[src/rtl/matmul_arbiter.sv]
// Round-robin arbiter sharing one matmul engine between two requesters.
// Captures the winner's operands, starts the engine and waits for done or a timeout.
module matmul_arbiter #(
    parameter int unsigned S   = 32,
    parameter int unsigned H   = 2,
    parameter int unsigned W   = 2,
    parameter int unsigned C   = 3,
    parameter int unsigned TMO = 255
) (
    input  logic               clk,
    input  logic               rst,
    input  logic [1:0]         req,
    input  logic [H*C*S-1:0]   a0,
    input  logic [H*C*S-1:0]   a1,
    input  logic [C*W*S-1:0]   b0,
    input  logic [C*W*S-1:0]   b1,
    output logic [1:0]         ack,
    output logic               err,
    output logic [H*W*S-1:0]   res,
    output logic               busy,
    output logic               mm_start,
    output logic [H*C*S-1:0]   mm_a,
    output logic [C*W*S-1:0]   mm_b,
    input  logic [H*W*S-1:0]   mm_o,
    input  logic               mm_done
);

    localparam logic [15:0] TmoCnt = 16'(TMO);

    typedef enum logic [1:0] {StIdle, StIssue, StWait, StResp} state_e;

    state_e             state_q, state_d;
    logic               grant_q, grant_d;
    logic               last_q, last_d;
    logic               err_q, err_d;
    logic               done_q, done_d;
    logic [15:0]        cnt_q, cnt_d;
    logic [H*W*S-1:0]   res_q, res_d;
    logic [H*C*S-1:0]   mm_a_q, mm_a_d;
    logic [C*W*S-1:0]   mm_b_q, mm_b_d;
    logic               grant_sel;
    logic               done_edge;

    always_ff @(posedge clk or posedge rst) begin
        if (rst) begin
            state_q <= StIdle;
            grant_q <= 1'b0;
            last_q  <= 1'b1;
            err_q   <= 1'b0;
            done_q  <= 1'b0;
            cnt_q   <= '0;
            res_q   <= '0;
            mm_a_q  <= '0;
            mm_b_q  <= '0;
        end else begin
            state_q <= state_d;
            grant_q <= grant_d;
            last_q  <= last_d;
            err_q   <= err_d;
            done_q  <= done_d;
            cnt_q   <= cnt_d;
            res_q   <= res_d;
            mm_a_q  <= mm_a_d;
            mm_b_q  <= mm_b_d;
        end
    end

    // On a tie the requester not served last wins; a lone request wins outright.
    assign grant_sel = (req == 2'b11) ? ~last_q : req[1];
    // Only a fresh 0->1 transition completes a job, never a stale high level.
    assign done_edge = mm_done & ~done_q;

    always_comb begin
        state_d = state_q;
        grant_d = grant_q;
        last_d  = last_q;
        err_d   = err_q;
        done_d  = mm_done;
        cnt_d   = cnt_q;
        res_d   = res_q;
        mm_a_d  = mm_a_q;
        mm_b_d  = mm_b_q;
        unique case (state_q)
            StIdle: begin
                if (req != 2'b00) begin
                    grant_d = grant_sel;
                    last_d  = grant_sel;
                    mm_a_d  = grant_sel ? a1 : a0;
                    mm_b_d  = grant_sel ? b1 : b0;
                    state_d = StIssue;
                end
            end
            StIssue: begin
                cnt_d   = '0;
                state_d = StWait;
            end
            StWait: begin
                if (done_edge) begin
                    res_d   = mm_o;
                    err_d   = 1'b0;
                    state_d = StResp;
                end else if (cnt_q == TmoCnt) begin
                    err_d   = 1'b1;
                    state_d = StResp;
                end else begin
                    cnt_d = cnt_q + 16'd1;
                end
            end
            StResp: begin
                state_d = StIdle;
            end
        endcase
    end

    always_comb begin
        ack = 2'b00;
        if (state_q == StResp) begin
            ack = grant_q ? 2'b10 : 2'b01;
        end
    end

    assign err      = (state_q == StResp) & err_q;
    assign res      = res_q;
    assign busy     = (state_q != StIdle);
    assign mm_start = (state_q == StIssue);
    assign mm_a     = mm_a_q;
    assign mm_b     = mm_b_q;

endmodule

[config.mk]
export PLATFORM = sky130hd
export DESIGN_NAME = matmul_arbiter
export DESIGN_NICKNAME = d
export VERILOG_FILES = /design/src/rtl/matmul_arbiter.sv
export SDC_FILE = /design/constraint.sdc
export NUM_CORES = 1
export LEC_CHECK = 0
export BUFFER_PORTS_ARGS = -buffer_cell sky130_fd_sc_hd__buf_2
export CORE_AREA = 3 3 558 560
export CTS_BUF_LIST = sky130_fd_sc_hd__clkbuf_2 sky130_fd_sc_hd__clkbuf_4 sky130_fd_sc_hd__clkbuf_8
export CTS_CLUSTER_SIZE = 12
export DETAILED_ROUTE_END_ITERATION = 12
export DIE_AREA = 0 0 561 563
export PLACE_DENSITY = 0.34
export SLEW_MARGIN = 10
export SYNTH_ARGS = -nofsm -noshare
export SYNTH_HDL_FRONTEND = slang
export SYNTH_SLANG_ARGS = --single-unit
[constraint.sdc]
create_clock -name clk -period 35 [get_ports clk]
set_clock_uncertainty 0.2 [all_clocks]
set_input_delay 3.5 -clock clk [delete_from_list [all_inputs] [get_ports clk]]
set_output_delay 3.5 -clock clk [all_outputs]
set_load 0.02 [all_outputs]
==> impl_metrics.env, run 1 <==
export IMPL_status="finished, final reports clean"
export IMPL_tightestPinTransition_ns=1.01
export IMPL_numCtsBuffers=112
export IMPL_start_kind="input pin"
export IMPL_highest_layer="met5"
export IMPL_grt_overflow=0
export IMPL_hold_viol_final=0
export IMPL_drive_gt1_frac=0.436
export IMPL_setup_slack_ns=27.41
export IMPL_yosysWarnings=0
export IMPL_synthAdderAreaFrac=0.00268
export IMPL_slowest_delay_ns=0.78
export IMPL_ctsResizeCount=0
export IMPL_synth_cells=2336
export IMPL_p_per_area_nw_per_um2=88.9
export IMPL_yosysTopAreaCell="dfrtp_1"
export IMPL_fin_util=0.123
export IMPL_synthTopCellsByArea="dfrtp_1, mux2i_1, nand2_1"
export IMPL_synth_simple_area_share=0.136
export IMPL_cap_viol_max_count=0
export IMPL_core_area_um2=306000
export IMPL_worst_hold_path_type="reg -> reg"
export IMPL_dpl_hpwl_um=116000
export IMPL_yosysSeqAreaShare=0.572
export IMPL_area_growth_pct=61.5
export IMPL_nets=4642
export IMPL_synthMuxAreaShare=0.166
export IMPL_cp_slowest_cell="buf_4"
export IMPL_synth_cell_types=44
export IMPL_setup_tns_ns=0
export IMPL_cts_hold_buf=0
export IMPL_comb_power_share=0.450
export IMPL_worstSetupEndpointType="flop"
export IMPL_cp_top_family="buffers and inverters"
export IMPL_synth_compound_area_frac=0.0932
export IMPL_synthXorXnorAreaFrac=0
export IMPL_grt_pass1_wl_um=188000
export IMPL_dr_total_vias=22300
export IMPL_ys_ff_latch=534
export IMPL_cpMostUsedCell="buf_4"
export IMPL_peakVddDrop_v=0.0000352
export IMPL_route_met3_wl_um=13700
export IMPL_dr_pass1_iters=4
export IMPL_cts_path_max_buffers=4
export IMPL_grt_usage=0.0835
export IMPL_cp_max_fo=55
export IMPL_cellLeakagePower_uw=0.0186
export IMPL_drtIter0Drc=1034
export IMPL_synth_area_um2=23400
export IMPL_worstPathBufferInverterCount=6
export IMPL_final_cell_area_um2=37800
export IMPL_synth_common_cells="nand2_1, dfrtp_1, o21ai_0"
export IMPL_htree_levels=3
export IMPL_finalSetupViolCount=0
export IMPL_cts_tree="yes"
export IMPL_p_int_uw=1800
export IMPL_postCtsSetupBuffers=0
export IMPL_dpl_cell_area_um2=35200
export IMPL_clkSinkCount=534
export IMPL_gp_congestion=0.994
export IMPL_dieArea_um2=316000
export IMPL_dieWidth_um=561
export IMPL_grt_max_degree=117
export IMPL_async_flop_share=1.00
export IMPL_port_buffers=1417
export IMPL_crit_required_ns=35.51
export IMPL_drv_slew=0
export IMPL_wl_met2_um=69400
export IMPL_syn_area_per_cell_um2=10.0
export IMPL_wl_per_cell_um=17.6
export IMPL_synth_edf_count=0
export IMPL_synth_top_cell_area_share=0.570
export IMPL_dieHeight_um=563
export IMPL_grt_setup_unrepaired="false"
export IMPL_worstSetupPathType="in -> reg"
export IMPL_synth_most_common_cell="nand2_1"
export IMPL_min_period_over_period=0.217
export IMPL_clkTransAtPathRegs_ns=0.06
export IMPL_grt_pass1_vias=23700
export IMPL_max_slew_margin=0.326
export IMPL_synthesis_nets=3242
export IMPL_wl_met1_um=52200
export IMPL_crit_path_cell_trace="buf_2 > a21boi_4 > buf_4 > buf_4 > buf_4 > buf_4 > buf_4 > mux2i_1 > o21ai_0"
export IMPL_antenna_found_initial=31
export IMPL_drt_wl_total_um=139000
export IMPL_synth_top_family_by_area="multiplexers"
export IMPL_worstPathArrival_ns=8.10
export IMPL_start_util=0.0763
export IMPL_p_sw_uw=1550
export IMPL_final_antenna_net_count=0
export IMPL_drc=0
export IMPL_ios=1418
export IMPL_clkPwrFrac=0.229
export IMPL_p_sw_frac=0.463
export IMPL_max_freq_mhz=132
export IMPL_root_buffer="clkbuf_8"
export IMPL_viasPerCell=2.81
export IMPL_synth_main_ff_cell="dfrtp_1"
export IMPL_row_count=203
export IMPL_pre_cts_slack_ns=26.46
export IMPL_min_period_ns=7.59
export IMPL_pwr_share_seq=0.321
export IMPL_power_uw=3360
export IMPL_clock_latency_ns=0.87
## worst register-to-register path, stage by stage, from the launching register on
cell	delay, ns
dfstp_2	0.39
a21boi_4	0.13
buf_4	0.53
buf_4	0.79
buf_4	0.80
buf_4	0.84
buf_4	0.86
mux2i_1	0.37
o21ai_0	0.10
## power by group through the flow
stage          clock (µW)  sequential (µW)  combinational (µW)
6_report              768             1080                1510
5_1_grt               839             1120                1670
4_1_cts               817             1090                1580
3_5_place_dp            0             1090                1580
3_3_place_gp            0             1080                1580
2_1_floorplan           0             1420                 465
## per-stage QoR
step | cells | hold WS [ns]
floorplan | 2336 | 0.242
global placement | 7722 | 0.253
detailed placement | 7722 | 0.259
CTS | 7924 | 0.274
global route | 7927 | 0.282
finish | 7928 | 0.267
## metal layers
| metal | global-route usage | up-vias |
|---|---|---|
| li1 | - | 10700 |
| met1 | 0.0898 | 10300 |
| met2 | 0.148 | 1060 |
| met3 | 0.0342 | 196 |
| met4 | 0.0256 | 22 |
| met5 | 0 | - |
## sequential cells by signal, indices dropped and copies added (netlist names)
register / count
cnt_q: 16
grant_q: 1
err_q: 1
mm_a: 192
mm_b: 192
state_q: 2
done_q: 1
last_q: 1
res: 128
## path summary, 6_finish.rpt
kind	start	end	slack, ns	cells past startpoint
worst min register to register	res[29]$_DFFE_PP0P_	res[29]$_DFFE_PP0P_	0.27	2
worst max register to register	last_q$_DFFE_PP1P_	mm_b[55]$_DFFE_PP0P_	29.84	8
worst min-delay path	res[29]$_DFFE_PP0P_	res[29]$_DFFE_PP0P_	0.27	2
min in group asynchronous	rst	mm_a[16]$_DFFE_PP0P_	2.47	2
max in group asynchronous	rst	mm_a[146]$_DFFE_PP0P_	27.66	7
worst max-delay path	req[1]	mm_b[55]$_DFFE_PP0P_	27.41	9
## area by class of cell
type / count / area, µm²
Fill cell: 35500 / 269000
Sequential cell: 534 / 13400
Multi-Input combinational cell: 1635 / 9340
Timing Repair Buffer: 1448 / 7320
Tap cell: 4100 / 5130
Clock buffer: 181 / 2260
Clock inverter: 21 / 310
Inverter: 5 / 31.3
Antenna cell: 4 / 10.0
## cell families after synthesis
family / after synthesis
adders and majority gates: 5
DFF: 534
and+or+nand+nor: 821
buffers and inverters: 167
AOI/OAI and AO/OA: 421
muxes: 388
## cell usage in the layout, fill, tap and decap left out, types with 3 or more instances in the layout
cell / instances
inv_1: 3
inv_8: 4
nand3_1: 7
buf_4: 31
buf_2: 1417
and2_1: 4
clkbuf_4: 37
bufinv_16: 7
o21ai_0: 393
nor2_1: 5
nor4_1: 3
a31oi_1: 6
nand2_1: 783
dfrtp_1: 533
clkbuf_8: 144
ha_1: 5
clkinv_2: 10
a21oi_1: 7
a22o_1: 3
diode_2: 4
mux2i_1: 387
nand4_1: 6
(Power assumes the default switching activity.)
==> run 2, diff against run 1 <==
--- a/config.mk
+++ b/config.mk
@@ -6,11 +6,11 @@
 export NUM_CORES = 1
 export LEC_CHECK = 0
 export BUFFER_PORTS_ARGS = -buffer_cell sky130_fd_sc_hd__buf_2
-export CORE_AREA = 3 3 558 560
+export CORE_AREA = 3 3 551 553
 export CTS_BUF_LIST = sky130_fd_sc_hd__clkbuf_2 sky130_fd_sc_hd__clkbuf_4 sky130_fd_sc_hd__clkbuf_8
 export CTS_CLUSTER_SIZE = 12
 export DETAILED_ROUTE_END_ITERATION = 12
-export DIE_AREA = 0 0 561 563
+export DIE_AREA = 0 0 554 556
 export PLACE_DENSITY = 0.34
 export SLEW_MARGIN = 10
 export SYNTH_ARGS = -nofsm -noshare
==> constraint.sdc (replaced) <==
create_clock -name clk -period 6.8 [get_ports clk]
set_clock_uncertainty 0.2 [all_clocks]
set_input_delay 0.68 -clock clk [delete_from_list [all_inputs] [get_ports clk]]
set_output_delay 0.68 -clock clk [all_outputs]
set_load 0.02 [all_outputs]
==> run 2 against run 1 <==
Net effect:
- register-to-register slack got worse by 27 ns
- hold slack got worse by 0.16 ns
- clock power grew to 5.0 times the previous value
- global-route usage grew 1.7 points
- power increased to 5.5 times the previous value
- sequential power rose to 5.2 times the previous value
- count of clock-buffer cells in the layout rose by 2
- flip-flop and latch count unchanged
- setup slack lost 24 ns
- critical path depth is 1 lower
- critical endpoint is now mm_a[164]$_DFFE_PP0P_
==> impl_metrics.env, run 2 (synthesis results as in run 1) <==
export IMPL_antenna_found_initial=44
export IMPL_p_sw_uw=8570
export IMPL_wl_met2_um=76800
export IMPL_fillers=34000
export IMPL_grt_overflow=0
export IMPL_r2r_end="res[118]$_DFFE_PP0P_"
export IMPL_cp_max_fo=112
export IMPL_grt_pass1_vias=28400
export IMPL_ios=1418
export IMPL_finalSetupViolCount=0
export IMPL_fin_util=0.156
export IMPL_grt_usage=0.101
export IMPL_min_period_ns=3.64
export IMPL_r2r_start="state_q[0]$_DFFE_PP0P_"
export IMPL_status="finished, final reports clean"
export IMPL_area_growth_pct=99.9
export IMPL_cts_tree="yes"
export IMPL_clock_latency_ns=0.86
export IMPL_highest_layer="met5"
export IMPL_wl_met1_um=61800
export IMPL_final_cell_mix="buf_2, dlygate4sd3_1, nand2_1"
export IMPL_cts_path_max_buffers=4
export IMPL_cpMostUsedCell="dlygate4sd3_1"
export IMPL_comb_power_share=0.487
export IMPL_grt_pass1_wl_um=220000
export IMPL_max_freq_mhz=275
export IMPL_clkPwrFrac=0.208
export IMPL_max_slew_margin=0.292
export IMPL_start_util=0.0781
export IMPL_dr_pass1_iters=5
export IMPL_cp_slowest_cell="a21boi_4"
export IMPL_nets=5564
export IMPL_grt_setup_unrepaired="false"
export IMPL_slowest_delay_ns=0.65
export IMPL_drv_slew=0
export IMPL_peakVddDrop_v=0.000251
export IMPL_drc=0
export IMPL_dpl_cell_count=7603
export IMPL_startpoint="req[1]"
export IMPL_crit_path_cell_trace="dlygate4sd3_1 > buf_2 > a21boi_4 > buf_12 > buf_4 > mux2i_1 > dlygate4sd3_1 > o21ai_0"
export IMPL_core_area_um2=299000
export IMPL_clkTransAtPathRegs_ns=0.06
export IMPL_cellLeakagePower_uw=0.0224
export IMPL_htree_levels=3
export IMPL_final_antenna_net_count=0
export IMPL_power_uw=18300
export IMPL_stdcell_count=8714
export IMPL_port_buffers=1417
export IMPL_p_per_area_nw_per_um2=392
export IMPL_drive_gt1_frac=0.356
export IMPL_p_sw_frac=0.468
export IMPL_final_common_cell="buf_2"
export IMPL_tightestPinTransition_ns=1.06
export IMPL_crit_path_end="mm_a[164]$_DFFE_PP0P_"
export IMPL_area_sequential_um2=13400
export IMPL_worst_hold_path_type="in -> reg"
export IMPL_p_int_uw=9740
export IMPL_start_kind="input pin"
export IMPL_multiInputGateArea_um2=9340
export IMPL_min_period_over_period=0.536
export IMPL_viasPerCell=3.01
export IMPL_clkSinkCount=534
export IMPL_worstPathArrival_ns=4.12
export IMPL_setup_tns_ns=0
export IMPL_drt_wl_total_um=163000
export IMPL_wl_per_cell_um=18.7
export IMPL_dieArea_um2=308000
export IMPL_route_met3_wl_um=16400
export IMPL_drtIter0Drc=1311
export IMPL_gp_congestion=1.00
export IMPL_rr_worst_depth=8
export IMPL_worstSetupPathType="in -> reg"
export IMPL_row_count=201
export IMPL_hold_viol_final=0
export IMPL_dr_total_vias=26200
export IMPL_root_buffer="clkbuf_8"
export IMPL_dieHeight_um=556
export IMPL_numCtsBuffers=114
export IMPL_fin_hold_ws_ns=0.102
export IMPL_dieWidth_um=554
export IMPL_dpl_hpwl_um=133000
export IMPL_grt_max_degree=219
export IMPL_worstSetupEndpointType="flop"
export IMPL_crit_required_ns=7.28
export IMPL_pwr_share_seq=0.305
export IMPL_reg2reg_slack_ns=3.28
export IMPL_cap_viol_max_count=0
run 2: per-stage QoR:
step           cell area (µm²)  setup slack [ns]
2_1_floorplan            23400             -1.34
3_3_place_gp             35300              3.27
3_5_place_dp             35300              3.17
4_1_cts                  46700              3.17
5_1_grt                  46700              2.97
6_report                 46800              3.16
run 2: layer usage:
layer	track usage	up-vias
met4	0.0452	34
met5	0	-
met2	0.170	1200
met3	0.0418	289
met1	0.110	12200
li1	-	12500
run 2: what timing repair did:
item	CTS	global route
hold buffers	897	0
setup buffers	0	0
gates resized for setup	0	0
setup endpoints to repair	0	0
hold endpoints to repair	652	0
run 2: layout make-up:
class	count	area share
clock buffers	183	0.0485
flip-flops and latches	534	0.286
diodes	14	0.000749
repair buffers	2368	0.355
multi-input cells	1635	0.200
well taps	3958	0.106
inverters	5	0.000589
clock inverters	17	0.00359
run 2: power by group through the flow:
stage	clock network, µW	logic (µW)	registers (µW)
after detailed placement	0	8550	5650
after global routing	4180	9770	5800
after floorplan	0	2390	7330
after CTS	4040	9230	5630
after global placement	0	8540	5650
final	3810	8920	5590
run 2: how the worst min path moves through the flow:
stage,start,to,slack [ns],cells past startpoint
5_1_grt,b1[94],mm_b[94]$_DFFE_PP0P_,0.04,3
3_3_place_gp,res[115]$_DFFE_PP0P_,res[115]$_DFFE_PP0P_,0.26,2
4_1_cts,b1[94],mm_b[94]$_DFFE_PP0P_,0.002,3
3_5_place_dp,res[13]$_DFFE_PP0P_,res[13]$_DFFE_PP0P_,0.26,2
6_report,b1[94],mm_b[94]$_DFFE_PP0P_,0.10,3
2_1_floorplan,cnt_q[15]$_DFFE_PP0P_,cnt_q[15]$_DFFE_PP0P_,0.24,1
run 2: worst max-delay path, delay by kind of cell:
kind	cells	cell delay, ns
AO/OA/AOI/OAI	2	0.73
multiplexers	1	0.23
buffers and inverters	5	2.26
